**config.mk**
```make
export PLATFORM = sky130hd
export DESIGN_NAME = fpu_mult_ctrl
export DESIGN_NICKNAME = d
export VERILOG_FILES = /design/src/rtl/fpu_mult_ctrl.sv
export SDC_FILE = /design/constraint.sdc
export NUM_CORES = 1
export LEC_CHECK = 0
export BUFFER_PORTS_ARGS = -buffer_cell sky130_fd_sc_hd__buf_2
export CORE_ASPECT_RATIO = 0.7
export CORE_UTILIZATION = 50
export CTS_BUF_LIST = sky130_fd_sc_hd__clkbuf_16
export CTS_CLUSTER_SIZE = 16
export DETAILED_ROUTE_END_ITERATION = 6
export GPL_TIMING_DRIVEN = 0
export PLACE_DENSITY_LB_ADDON = 0.3
export SETUP_SLACK_MARGIN = 0.05
export SKIP_LAST_GASP = 1
export SYNTH_ARGS = -nofsm -noshare
export SYNTH_HDL_FRONTEND = slang
export SYNTH_SLANG_ARGS = --single-unit
```
**constraint.sdc**
```tcl
create_clock -name clk -period 5.6 [get_ports clk]
set_clock_uncertainty 0.1 [all_clocks]
set_input_delay 1.12 -clock clk [delete_from_list [all_inputs] [get_ports clk]]
set_output_delay 1.12 -clock clk [all_outputs]
set_load 0.01 [all_outputs]
```
**src/rtl/fpu_mult_ctrl.sv**
```systemverilog
// Request/response sequencer around a combinational single-precision multiplier.
// Optional IEEE exception flags are built when FPU_MULT_FLAGS_EN is defined.
module fpu_mult_ctrl #(
    parameter int unsigned LATENCY = 1,
    parameter int unsigned TAG_W   = 5
) (
    input  logic             clk,
    input  logic             rst_n,
    input  logic             req_valid,
    output logic             req_ready,
    input  logic [31:0]      req_a,
    input  logic [31:0]      req_b,
    input  logic [2:0]       req_rm,
    input  logic [TAG_W-1:0] req_tag,
    input  logic [2:0]       frm,
    input  logic             flush,
    output logic             mul_on,
    output logic [31:0]      mul_a,
    output logic [31:0]      mul_b,
    output logic [2:0]       mul_rm,
    input  logic [31:0]      mul_out,
    output logic             rsp_valid,
    input  logic             rsp_ready,
    output logic [31:0]      rsp_data,
    output logic [TAG_W-1:0] rsp_tag,
    output logic             rsp_illegal,
    output logic [4:0]       rsp_fflags
);

    localparam int unsigned CNT_W  = 4;
    localparam int unsigned DATA_W = 32;
    localparam int unsigned RM_W   = 3;
    localparam int unsigned FLAG_W = 5;

    typedef enum logic [1:0] {
        IDLE = 2'd0,
        BUSY = 2'd1,
        DONE = 2'd2
    } state_t;

    state_t              state_q, state_d;
    logic [CNT_W-1:0]    cnt_q, cnt_d;
    logic                mul_on_q, mul_on_d;
    logic [DATA_W-1:0]   mul_a_q, mul_a_d;
    logic [DATA_W-1:0]   mul_b_q, mul_b_d;
    logic [RM_W-1:0]     mul_rm_q, mul_rm_d;
    logic                rsp_valid_q, rsp_valid_d;
    logic [DATA_W-1:0]   rsp_data_q, rsp_data_d;
    logic [TAG_W-1:0]    rsp_tag_q, rsp_tag_d;
    logic                rsp_illegal_q, rsp_illegal_d;
    logic [FLAG_W-1:0]   rsp_fflags_q, rsp_fflags_d;

    logic [RM_W-1:0]     eff_rm_c;
    logic                rm_illegal_c;
    logic                accept_c;
    logic [FLAG_W-1:0]   flags_c;

    // Dynamic rounding mode (111) defers to the CSR; 101..111 are reserved.
    assign eff_rm_c     = (req_rm == 3'b111) ? frm : req_rm;
    assign rm_illegal_c = (eff_rm_c >= 3'd5);

    assign req_ready = !flush && ((state_q == IDLE) || ((state_q == DONE) && rsp_ready));
    assign accept_c  = req_valid && req_ready;

`ifdef FPU_MULT_FLAGS_EN
    logic a_exp_ff, b_exp_ff, a_man_nz, b_man_nz;
    logic a_snan, b_snan, a_inf, b_inf, a_zero, b_zero;
    logic res_inf, flag_nv, flag_of;

    // Flags are derived from the held operands and the result being captured.
    assign a_exp_ff = &mul_a_q[30:23];
    assign b_exp_ff = &mul_b_q[30:23];
    assign a_man_nz = |mul_a_q[22:0];
    assign b_man_nz = |mul_b_q[22:0];
    assign a_snan   = a_exp_ff && a_man_nz && !mul_a_q[22];
    assign b_snan   = b_exp_ff && b_man_nz && !mul_b_q[22];
    assign a_inf    = a_exp_ff && !a_man_nz;
    assign b_inf    = b_exp_ff && !b_man_nz;
    assign a_zero   = ~|mul_a_q[30:0];
    assign b_zero   = ~|mul_b_q[30:0];
    assign res_inf  = (&mul_out[30:23]) && !(|mul_out[22:0]);
    assign flag_nv  = a_snan || b_snan || (a_inf && b_zero) || (a_zero && b_inf);
    assign flag_of  = res_inf && !a_exp_ff && !b_exp_ff;
    assign flags_c  = {flag_nv, 1'b0, flag_of, 1'b0, flag_of};
`else
    assign flags_c  = '0;
`endif

    always_comb begin
        state_d       = state_q;
        cnt_d         = cnt_q;
        mul_on_d      = mul_on_q;
        mul_a_d       = mul_a_q;
        mul_b_d       = mul_b_q;
        mul_rm_d      = mul_rm_q;
        rsp_valid_d   = rsp_valid_q;
        rsp_data_d    = rsp_data_q;
        rsp_tag_d     = rsp_tag_q;
        rsp_illegal_d = rsp_illegal_q;
        rsp_fflags_d  = rsp_fflags_q;

        if (flush) begin
            state_d     = IDLE;
            cnt_d       = '0;
            mul_on_d    = 1'b0;
            rsp_valid_d = 1'b0;
        end else begin
            unique case (state_q)
                BUSY: begin
                    if (cnt_q == CNT_W'(1)) begin
                        state_d       = DONE;
                        cnt_d         = '0;
                        mul_on_d      = 1'b0;
                        rsp_valid_d   = 1'b1;
                        rsp_data_d    = mul_out;
                        rsp_illegal_d = 1'b0;
                        rsp_fflags_d  = flags_c;
                    end else begin
                        cnt_d = cnt_q - CNT_W'(1);
                    end
                end
                DONE: begin
                    if (rsp_ready) begin
                        state_d     = IDLE;
                        rsp_valid_d = 1'b0;
                    end
                end
                default: begin
                    state_d = IDLE;
                end
            endcase

            // A new request overrides the DONE->IDLE retirement so there is no bubble.
            if (accept_c) begin
                mul_a_d   = req_a;
                mul_b_d   = req_b;
                mul_rm_d  = eff_rm_c;
                rsp_tag_d = req_tag;
                if (rm_illegal_c) begin
                    state_d       = DONE;
                    cnt_d         = '0;
                    mul_on_d      = 1'b0;
                    rsp_valid_d   = 1'b1;
                    rsp_data_d    = '0;
                    rsp_illegal_d = 1'b1;
                    rsp_fflags_d  = '0;
                end else begin
                    state_d     = BUSY;
                    cnt_d       = CNT_W'(LATENCY);
                    mul_on_d    = 1'b1;
                    rsp_valid_d = 1'b0;
                end
            end
        end
    end

    always_ff @(posedge clk or negedge rst_n) begin
        if (!rst_n) begin
            state_q       <= IDLE;
            cnt_q         <= '0;
            mul_on_q      <= 1'b0;
            mul_a_q       <= '0;
            mul_b_q       <= '0;
            mul_rm_q      <= '0;
            rsp_valid_q   <= 1'b0;
            rsp_data_q    <= '0;
            rsp_tag_q     <= '0;
            rsp_illegal_q <= 1'b0;
            rsp_fflags_q  <= '0;
        end else begin
            state_q       <= state_d;
            cnt_q         <= cnt_d;
            mul_on_q      <= mul_on_d;
            mul_a_q       <= mul_a_d;
            mul_b_q       <= mul_b_d;
            mul_rm_q      <= mul_rm_d;
            rsp_valid_q   <= rsp_valid_d;
            rsp_data_q    <= rsp_data_d;
            rsp_tag_q     <= rsp_tag_d;
            rsp_illegal_q <= rsp_illegal_d;
            rsp_fflags_q  <= rsp_fflags_d;
        end
    end

    assign mul_on      = mul_on_q;
    assign mul_a       = mul_a_q;
    assign mul_b       = mul_b_q;
    assign mul_rm      = mul_rm_q;
    assign rsp_valid   = rsp_valid_q;
    assign rsp_data    = rsp_data_q;
    assign rsp_tag     = rsp_tag_q;
    assign rsp_illegal = rsp_illegal_q;
    assign rsp_fflags  = rsp_fflags_q;

endmodule

```
==> impl_metrics.env <==
export IMPL_ff2ff_path_depth=7
export IMPL_ctsLongestPathBuffers=2
export IMPL_vdd_ir_drop_worst_mv=0.2613
export IMPL_die_y_um=83.36
export IMPL_clkLatencyLatePin_ns=0.40
export IMPL_h_tree_depth=4
export IMPL_worstSetupStartpointType="input port"
export IMPL_synth_top_cell_area_share_pct=62.45
export IMPL_cts_setup_buffers=0
export IMPL_coreArea_um2=9107
export IMPL_p_switching_uw=814.6
export IMPL_num_rows=29
export IMPL_pwr_share_clk_pct=37.3
export IMPL_cp_max_fo=3
export IMPL_dr_pass1_iters=4
export IMPL_leakage_uw=0.003382
export IMPL_hold_buffers=0
export IMPL_synth_area_top_cells="dfrtp_1 62%, mux2_1 11%, nand2_1 6.0%"
export IMPL_area_growth_pct=39.93
export IMPL_seq_power_share_pct=40.4
export IMPL_p_per_area_nw_per_um2=431.9
export IMPL_initial_core_util_pct=51.92
export IMPL_r2r_end="mul_a[28]"
export IMPL_syn_nets=496
export IMPL_final_common_cell="buf_2"
export IMPL_finalCritPeriodShare_pct=50.83
export IMPL_antenna_found_initial=0
export IMPL_cts_root_buf="clkbuf_16"
export IMPL_hold_path_depth=1
export IMPL_final_cell_mix="233 x buf_2, 118 x dfrtp_1, 75 x nand2_1"
export IMPL_cpMostUsedCell="buf_2"
export IMPL_cp_arrival_ns=1.63
export IMPL_cts_num_sinks=118
export IMPL_yosys_area_top_type="dfrtp_1"
export IMPL_drv_slew=0
export IMPL_rr_startpoint="state_q[0]"
export IMPL_synth_cell_types=32
export IMPL_dp_hpwl_um=8411
export IMPL_synth_area_um2=4728
export IMPL_gr_total_overflow=0
export IMPL_fin_setup_tns_ns=0
export IMPL_synthArstFlopShare_pct=100.0
export IMPL_cts_tree="built"
export IMPL_critical_path_max_stage_delay_ns=0.19
export IMPL_max_freq_mhz=351.3
export IMPL_cts_buffers=17
export IMPL_setup_viol=0
export IMPL_place_gp_congestion=0.8156
export IMPL_fin_area_um2=6616
export IMPL_cpLargestDelayFamily="buffers and inverters"
export IMPL_track_usage_pct=25.13
export IMPL_vias=3818
export IMPL_grt_max_degree=67
export IMPL_hold_violations=0
export IMPL_synth_top_family_by_area="multiplexers"
export IMPL_antennaDiodeCount=0
export IMPL_clk_pin_slew_ns=0.05
export IMPL_cts_resized=0
export IMPL_fillers=643
export IMPL_grt_pass1_wl_um=19130
export IMPL_io_buffers=223
export IMPL_drtAntennaViolNets=0
export IMPL_drt_iter0_markers=269
export IMPL_hold_path_end="mul_a[13]"
export IMPL_synthSimpleGateAreaFrac_pct=8.653
export IMPL_postSynthAreaPerCell_um2=12.48
export IMPL_grt_pass1_vias=4000
export IMPL_place_area_um2=6030
export IMPL_ys_seq_area_share_pct=62.45
export IMPL_synth_compound_area_share_pct=6.748
export IMPL_max_cap_viol_count=0
export IMPL_nNetsFinal=739
export IMPL_synth_seq_cells=118
export IMPL_worst_pin_slew_ns=0.6897
export IMPL_p_comb_share_pct=22.3
export IMPL_wl_per_cell_um=15.40
export IMPL_p_sw_share_pct=28.50
export IMPL_die_x_um=118.2
export IMPL_holdCritPathClass="reg2reg"
export IMPL_path_class="in2out"
export IMPL_slew_limit_headroom_pct=54.02
export IMPL_end_kind="output port"
export IMPL_reg2reg_slack_ns=3.29
export IMPL_synth_edf_count=0
export IMPL_min_from="mul_a[13]"
export IMPL_worst_ep_required_time_ns=4.38
export IMPL_syn_inst=379
export IMPL_cp_num_buf_inv=2
export IMPL_viasPerCell=5.030
export IMPL_min_period_ns=2.846
export IMPL_rsz0062_at_grt="no"
export IMPL_synth_fa_ha_area_share_pct=1.323
export IMPL_drive_gt1_share_pct=46.77
export IMPL_synthMuxAreaShare_pct=17.28
export IMPL_synth_warnings=0
export IMPL_ios=225
export IMPL_wirelength_um=11690
export IMPL_die_area_um2=9856
export IMPL_p_int_uw=2043
export IMPL_synthXorXnorAreaFrac_pct=0
export IMPL_outcome="finished, final reports clean"
export IMPL_ys_flop_type="dfrtp_1"
export IMPL_drc_errors=0
export IMPL_path_cells="buf_2, a21oi_1, nor2_1, buf_2"
export IMPL_slowest_stage="a21oi_1"
==> final cells by class <==
cell class | instances | area (µm²) | area share (%)
clock buffer | 17 | 425.4 | 6.430
clock inverter | 15 | 161.4 | 2.439
multi-input combinational | 231 | 1608 | 24.30
tap | 124 | 155.1 | 2.345
timing repair buffer | 224 | 1146 | 17.32
buffer | 20 | 130.1 | 1.967
inverter | 10 | 37.54 | 0.5673
sequential | 118 | 2953 | 44.63
==> synth_stat cells (all sizes together), types with 2 or more instances <==
library cell / n
dfrtp: 118
nand2: 75
mux2: 69
a21oi: 37
buf: 17
inv: 10
o21ai: 10
nor2: 6
and3: 5
ha: 5
mux2i: 4
a211oi: 3
clkbuf: 3
a31oi: 2
nand2b: 2
nor3b: 2
==> through the flow <==
step | utilization (%) | instances | power (µW) | setup slack, ns | hold WS, ns
2_1_floorplan | - | 379 | 1479 | 2.927 | 0.3940
3_3_place_gp | 65.87 | 726 | 1762 | 1.968 | 0.3603
3_5_place_dp | 66.20 | 727 | 1802 | 2.758 | 0.3700
4_1_cts | 72.65 | 759 | 2882 | 2.756 | 0.3821
5_1_grt | 72.65 | 759 | 2996 | 2.708 | 0.4022
6_report | 72.65 | 759 | 2858 | 2.754 | 0.3787
==> how the worst max path moves through the flow <==
stage                   start        end  slack [ns]  cells past startpoint
global placement        rst_n  mul_b[22]        1.97                      1
finish              rsp_ready  req_ready        2.75                      4
global route        rsp_ready  req_ready        2.71                      4
floorplan               flush  req_ready        2.93                      2
CTS                 rsp_ready  req_ready        2.76                      4
detailed placement  rsp_ready  req_ready        2.76                      4
==> state kept, by name, summed over array words and instances (netlist names) <==
signal       cells
mul_on           1
rsp_data        32
rsp_tag          5
mul_b           32
rsp_illegal      1
rsp_fflags       5
cnt_q            4
mul_a           32
mul_rm           3
state_q          2
rsp_valid        1
==> power by group through the flow <==
stage,Combinational [µW],Sequential (µW),Clock (µW)
after detailed placement,639,1160,0
after global routing,695,1180,1120
after CTS,645,1150,1080
after floorplan,226,1250,0
final,637,1150,1070
after global placement,613,1150,0
==> metal layers <==
layer	vias to the layer above	GRT usage, %	wire length, µm	part of all wire [%]
li1	1778	-	-	-
met1	1851	29.62	4755	41
met2	168	43.21	5916	51
met3	21	8.448	816	7.0
met4	0	8.392	199	1.7
met5	-	0	0	0
==> kinds of logic (layout without fill, tap and decap cells) <==
kind of cell | count (synthesis) | count (layout)
AOI/OAI and AO/OA | 57 | 57
buffers and inverters | 30 | 286
muxes | 73 | 73
DFF | 118 | 118
and+or+nand+nor | 96 | 96
adders and majority gates | 5 | 5
Note: power is estimated with default switching activity, not from simulation.
